--- config.mk ---
export PLATFORM = sky130hd
export DESIGN_NAME = ahb_lite_arbiter
export DESIGN_NICKNAME = d
export VERILOG_FILES = /design/src/rtl/ahb_pkg.sv /design/src/rtl/ahb_arb_pick.sv /design/src/rtl/ahb_lite_arbiter.sv
export SDC_FILE = /design/constraint.sdc
export NUM_CORES = 1
export LEC_CHECK = 0
export CORE_MARGIN = 2
export CORE_UTILIZATION = 44
export DETAILED_ROUTE_END_ITERATION = 12
export PLACE_DENSITY = 0.75
export RECOVER_POWER = 100
export SYNTH_ARGS = -nofsm -noshare
export SYNTH_HDL_FRONTEND = slang
export SYNTH_HIERARCHICAL = 1
export SYNTH_SLANG_ARGS = --single-unit
--- constraint.sdc ---
create_clock -name hclk -period 1.55 [get_ports hclk]
set_input_delay 0.31 -clock hclk [delete_from_list [all_inputs] [get_ports hclk]]
set_output_delay 0.31 -clock hclk [all_outputs]
set_load 0.01 [all_outputs]
--- src/rtl/ahb_pkg.sv ---
`default_nettype none
// ahb_pkg -- AHB-lite htrans/hburst encodings, arbiter FSM state and burst-length decode.
// Rev 1.0
package ahb_pkg;

  localparam logic [1:0] HTRANS_IDLE   = 2'd0;
  localparam logic [1:0] HTRANS_BUSY   = 2'd1;
  localparam logic [1:0] HTRANS_NONSEQ = 2'd2;
  localparam logic [1:0] HTRANS_SEQ    = 2'd3;

  localparam logic [2:0] HBURST_SINGLE = 3'd0;
  localparam logic [2:0] HBURST_INCR   = 3'd1;
  localparam logic [2:0] HBURST_WRAP4  = 3'd2;
  localparam logic [2:0] HBURST_INCR4  = 3'd3;
  localparam logic [2:0] HBURST_WRAP8  = 3'd4;
  localparam logic [2:0] HBURST_INCR8  = 3'd5;
  localparam logic [2:0] HBURST_WRAP16 = 3'd6;
  localparam logic [2:0] HBURST_INCR16 = 3'd7;

  localparam int BEAT_W = 4;

  typedef enum logic [1:0] {
    ST_ARB    = 2'd0,
    ST_BURST  = 2'd1,
    ST_LOCKED = 2'd2
  } arb_state_t;

  // Beats-1 of a fixed-length burst; zero marks SINGLE/INCR as non-burst.
  function automatic logic [BEAT_W-1:0] burst_beats_m1(input logic [2:0] burst);
    case (burst)
      HBURST_WRAP4,  HBURST_INCR4:  return 4'd3;
      HBURST_WRAP8,  HBURST_INCR8:  return 4'd7;
      HBURST_WRAP16, HBURST_INCR16: return 4'd15;
      default:                      return 4'd0;
    endcase
  endfunction

endpackage
`default_nettype wire

--- src/rtl/ahb_arb_pick.sv ---
`default_nettype none
// ahb_arb_pick -- combinational winner select: first requester after last_idx, wrapping; parks on 0.
// Rev 1.0
module ahb_arb_pick #(
  parameter int NUM_MST = 2,
  parameter int MW      = $clog2(NUM_MST)
) (
  input  logic [NUM_MST-1:0] req,
  input  logic [MW-1:0]      last_idx,
  output logic [NUM_MST-1:0] grant,
  output logic [MW-1:0]      idx
);

  int   cand;
  logic found;

  always_comb begin
    grant    = '0;
    grant[0] = 1'b1;
    idx      = '0;
    found    = 1'b0;
    cand     = 0;
    for (int i = 1; i <= NUM_MST; i++) begin
      cand = (int'(last_idx) + i) % NUM_MST;
      if (!found && req[cand]) begin
        found       = 1'b1;
        grant       = '0;
        grant[cand] = 1'b1;
        idx         = MW'(cand);
      end
    end
  end

endmodule
`default_nettype wire

--- src/rtl/ahb_lite_arbiter.sv ---
`default_nettype none
// ahb_lite_arbiter -- AHB-lite bus arbiter with burst/lock hold; AHB_ARB_ROUND_ROBIN_EN selects
// round-robin instead of fixed priority (master 0 highest).  Rev 1.0
module ahb_lite_arbiter
  import ahb_pkg::*;
#(
  parameter int NUM_MST = 2,
  parameter int MW      = $clog2(NUM_MST)
) (
  input  logic               hclk,
  input  logic               hrstn,
  input  logic [NUM_MST-1:0] hbusreq,
  input  logic [NUM_MST-1:0] hlock,
  input  logic [1:0]         htrans,
  input  logic [2:0]         hburst,
  input  logic               hready,
  output logic [NUM_MST-1:0] hgrant,
  output logic [MW-1:0]      hmaster,
  output logic [MW-1:0]      hmaster_data,
  output logic               hmastlock
);

  arb_state_t         state, state_nxt;
  logic [BEAT_W-1:0]  beat_cnt, beat_cnt_nxt;
  logic [NUM_MST-1:0] grant_nxt, pick_grant;
  logic [MW-1:0]      master_nxt, pick_idx, last_idx;
  logic               owner_req, others_req, lock_req, burst_start, rearb;

  assign owner_req   = hbusreq[hmaster];
  assign others_req  = |(hbusreq & ~hgrant);
  assign lock_req    = hlock[hmaster];
  assign burst_start = (htrans == HTRANS_NONSEQ) && (burst_beats_m1(hburst) != '0);

`ifdef AHB_ARB_ROUND_ROBIN_EN
  logic [MW-1:0] rr_ptr;

  always_ff @(posedge hclk or negedge hrstn) begin
    if (!hrstn)                  rr_ptr <= '0;
    else if (grant_nxt != hgrant) rr_ptr <= master_nxt;
  end

  assign last_idx = rr_ptr;
`else
  // Searching from "after the last master" always starts at master 0: fixed priority.
  assign last_idx = MW'(NUM_MST - 1);
`endif

  ahb_arb_pick #(.NUM_MST(NUM_MST), .MW(MW)) u_pick (
    .req      (hbusreq),
    .last_idx (last_idx),
    .grant    (pick_grant),
    .idx      (pick_idx)
  );

  always_comb begin
    state_nxt    = state;
    beat_cnt_nxt = beat_cnt;
    rearb        = 1'b0;
    if (hready) begin
      case (state)
        ST_ARB: begin
          if (lock_req) begin
            state_nxt = ST_LOCKED;
          end else if (burst_start) begin
            state_nxt    = ST_BURST;
            beat_cnt_nxt = burst_beats_m1(hburst);
          end else begin
            rearb = !owner_req || (others_req && (htrans == HTRANS_IDLE));
          end
        end
        ST_BURST: begin
          case (htrans)
            HTRANS_SEQ: begin
              beat_cnt_nxt = beat_cnt - 1'b1;
              if (beat_cnt_nxt == '0) state_nxt = ST_ARB;
            end
            HTRANS_NONSEQ: begin
              if (lock_req) begin
                state_nxt    = ST_LOCKED;
                beat_cnt_nxt = '0;
              end else if (burst_start) begin
                beat_cnt_nxt = burst_beats_m1(hburst);
              end else begin
                state_nxt    = ST_ARB;
                beat_cnt_nxt = '0;
              end
            end
            HTRANS_IDLE: begin
              state_nxt    = ST_ARB;
              beat_cnt_nxt = '0;
            end
            default: ;
          endcase
        end
        // The first completed phase with hlock low is the last locked phase.
        ST_LOCKED: if (!lock_req) state_nxt = ST_ARB;
        default:   state_nxt = ST_ARB;
      endcase
    end
  end

  always_comb begin
    grant_nxt  = hgrant;
    master_nxt = hmaster;
    if (rearb) begin
      grant_nxt  = pick_grant;
      master_nxt = pick_idx;
    end
  end

  always_ff @(posedge hclk or negedge hrstn) begin
    if (!hrstn) begin
      state        <= ST_ARB;
      beat_cnt     <= '0;
      hgrant       <= NUM_MST'(1);
      hmaster      <= '0;
      hmaster_data <= '0;
    end else begin
      state    <= state_nxt;
      beat_cnt <= beat_cnt_nxt;
      hgrant   <= grant_nxt;
      hmaster  <= master_nxt;
      if (hready) hmaster_data <= hmaster;
    end
  end

  assign hmastlock = (state == ST_LOCKED);

endmodule
`default_nettype wire

==> impl_summary.log <==
INFO  metric run_status = finished, violations left
INFO  metric failed_checks = negative setup slack
INFO  metric grt_setup_unrepaired = true
INFO  metric dp.final_hpwl = between 1.5 and 2 mm
INFO  metric core.rowCount = 15
INFO  metric routedLengthMet1 = between 800 and 900 um
INFO  metric synth_top_flop_cell = sky130_fd_sc_hd__dfrtp_1
INFO  metric timing.final.crit_share = 1.02
INFO  metric clock_tree_from_tritoncts = yes
INFO  metric clk_pin_slew = around 0.07 ns
INFO  metric final_common_cell = sky130_fd_sc_hd__buf_4
INFO  metric dr.max_layer_used = met4
INFO  metric drt.antenna.violating_nets = 0
INFO  metric core-area = roughly 0.0017 mm^2
INFO  metric finalHoldViolations = 0
INFO  metric all_layer_global_routing_usage = 0.218
INFO  metric setup.worst_path.start_class = flop
INFO  metric finClkSkew = ~0.0011 ns
INFO  metric min-delay-path-class = primary input to async pin
INFO  metric antennaDiodeCount = 0
INFO  metric synth_xor_xnor_area_share = 0
INFO  metric cts_htree_levels = 1
INFO  metric finalSetupViolations = 5
INFO  metric ios = 17
INFO  metric synth_top_area_share = 0.283
INFO  metric final_cells = 145
INFO  metric avgSynthCellArea = about 10 um^2
INFO  metric initial_core_util = 0.467
INFO  metric insertion_delay = 0.27 ns
INFO  metric max-vdd-ir-drop = roughly 0.95 mV
INFO  metric max_cap_violations = 0
INFO  metric drc = 0
INFO  metric dieArea = around 0.0022 mm^2
INFO  metric p_per_area = between 1500 and 2000 mW/mm^2
INFO  metric synthCells = 76
INFO  metric power.leakage = approximately 0.56 nW
INFO  metric cts_buffers = 3
INFO  metric cts.sinks = 10
INFO  metric synth_compound_gate_area_share = 0.290
INFO  metric fin_total_pwr = 0.00188 W
INFO  metric layout.core_utilization = 0.726
INFO  metric detailroute.via_count = between 700 and 800
INFO  metric fmaxAchievable = approximately 630 MHz
INFO  metric number_of_cell_instances_on_the_worst_register_to_register_path = 4
INFO  metric dieHeight = between 40 and 50 um
INFO  metric worstSetupPathType = flop to flop
INFO  metric placedInstanceArea = 0.00114 mm^2
INFO  metric yosys.area_share.simple = 0.190
INFO  metric clock_tree_buf_depth = 2
INFO  metric worst_setup_path_end_kind = flop
INFO  metric layout_common_cells = sky130_fd_sc_hd__buf_4, sky130_fd_sc_hd__dfrtp_1, sky130_fd_sc_hd__clkdlybuf4s50_1
INFO  metric initial_antenna_violation_count = 0
INFO  metric ys_seq_area_frac = 0.316
INFO  metric cells_after_dpl = between 100 and 150
INFO  metric finalNetCount = between 100 and 150
INFO  metric die_width = between 40 and 50 um
INFO  metric arrival = approximately 1.7 ns
INFO  metric finalInstanceArea = between 0.001 and 0.0015 mm^2
INFO  metric synthAdderAreaFrac = 0.0314
INFO  metric synthMuxAreaShare = 0.143
INFO  metric maximum_number_of_pins_on_one_net_before_global_route_repair = 11
INFO  metric flow.area_growth_from_synthesis = 55.6%
INFO  metric period_minus_slack = around 1.6 ns
INFO  metric number_of_enable_type_register_cells_in_the_synthesized_netlist = 0
INFO  metric detail_route.iter0.violations = 13
INFO  metric grt_pass1_wl = about 3.2 mm
INFO  metric top_cells_by_area_in_the_synthesized_netlist = sky130_fd_sc_hd__dfrtp_1, sky130_fd_sc_hd__mux2_4, sky130_fd_sc_hd__nand2b_1
INFO  metric yosysWarningCount = 6
INFO  metric dr_wl_met2 = 962 um
INFO  metric yosys.area.top_type = sky130_fd_sc_hd__dfrtp_1
INFO  metric layout-drive-gt1-share = 0.417
INFO  metric postSynth.asyncResetShare = 1.00
INFO  metric globalRouteOverflowTotal = 0
INFO  metric postLayoutSetupSlackWorst = -0.0359 ns
INFO  metric mappedNetlistArea = 797 um^2
INFO  metric port_buffers = 15
INFO  metric clock_tree.root_cell = sky130_fd_sc_hd__clkbuf_4
INFO  metric grt_pass1_vias = about 780
INFO  metric drt_pre_antenna_iters = 4
INFO  metric synth_seq_cells = 10
INFO  metric largest_family_of_logic_cells_by_synthesized_area = compound AO/OA/AOI/OAI gates
INFO  metric critPathMaxFanout = 4
INFO  metric routedWlPerCell = between 10 and 15 um
INFO  metric final_max_slew_viol_count = 0
INFO  metric routed-wl-met3 = between 90 and 100 um
INFO  metric drt-vias-per-instance = between 5 and 6
INFO  metric critPathRequiredTime = between 1.5 and 2 ns
INFO  metric post_synth_num_cell_types = 40
INFO  metric post-place-ws = -0.405 ns
INFO  metric detail_route.wirelength = between 1.5 and 2 mm
INFO  metric gp_congestion = between 0.8 and 0.9
per-layer routing:
layer	track usage	vias up
met4	0.160	0
met2	0.372	24
met3	0.0235	8
met1	0.247	373
li1	-	373
met5	0	-
metrics by stage:
step / hold WS (ns) / TNS (ns)
after floorplan: 0.0144 / -0.0480
after global placement: 0.496 / -2.66
after detailed placement: 0.495 / -3.00
after CTS: 0.364 / -0.106
after global routing: 0.461 / -0.459
final: 0.429 / -0.102
where the power goes:
part | internal [W] | leakage [nW] | switching (W)
sequential | 0.000398 | 0.119 | 0.000116
clock | 0.000143 | 0.0210 | 0.0000976
combinational | 0.000668 | 0.416 | 0.000454
kinds of logic (layout without fill, tap and decap cells):
group	after synthesis	in the layout
and+or+nand+nor	23	23
muxes	9	9
other	1	2
DFF	10	10
AOI/OAI and AO/OA	27	27
adders and majority gates	2	2
buffers and inverters	4	47
path summary, 6_finish.rpt:
| kind | start | end | slack [ns] |
|---|---|---|---|
| setup / recovery | hmaster | hgrant[1] | -0.04 |
| hold / removal | hrstn | beat_cnt[2] | 0.43 |
| setup reg to reg | hmaster | hgrant[1] | -0.04 |
| hold reg to reg | hmaster_data | hmaster_data | 0.51 |
| max in group asynchronous | hrstn | state[0] | 0.78 |
| min in group hclk | hmaster_data | hmaster_data | 0.51 |
cell usage after synthesis (2+ instances only):
master	instances
sky130_fd_sc_hd__dfrtp_1	9
sky130_fd_sc_hd__nor2b_1	2
sky130_fd_sc_hd__nor3_1	2
sky130_fd_sc_hd__and2b_1	2
sky130_fd_sc_hd__nand3b_1	4
sky130_fd_sc_hd__ha_1	2
sky130_fd_sc_hd__inv_1	2
sky130_fd_sc_hd__mux2_1	2
sky130_fd_sc_hd__nor2_1	2
sky130_fd_sc_hd__mux2_4	4
sky130_fd_sc_hd__o21ai_0	6
sky130_fd_sc_hd__o211ai_1	4
sky130_fd_sc_hd__mux2i_1	2
sky130_fd_sc_hd__a22oi_1	2
sky130_fd_sc_hd__nand2b_1	5
sky130_fd_sc_hd__a21oi_1	2
final cells by class:
cell class,instances,area [um^2]
flip-flops and latches,10,254
fillers,131,468
repair buffers,41,344
inverters,2,7.51
multi-input cells,63,567
clock buffers,4,36.3
well taps,25,31.3
what timing repair did:
action / 4_1_cts / 5_1_grt
setup endpoints to repair: 11 / 9
hold buffers: 0 / 0
pin swaps: 3 / 0
resized for setup: 13 / 5
buffers inserted: 3 / 1
worst max-delay path: stages, from the launching register on:
cell and delay (ns):
sky130_fd_sc_hd__dfrtp_2 0.44, sky130_fd_sc_hd__mux2_4 0.33, sky130_fd_sc_hd__a2111oi_4 0.20, sky130_fd_sc_hd__o21a_4 0.20, sky130_fd_sc_hd__mux2_4 0.30
state kept, by name (all words and copies together) (netlist names):
name / count
beat_cnt: 4
hgrant: 2
state: 2
hmaster: 1
hmaster_data: 1
Power figures use the tool's default switching activity.
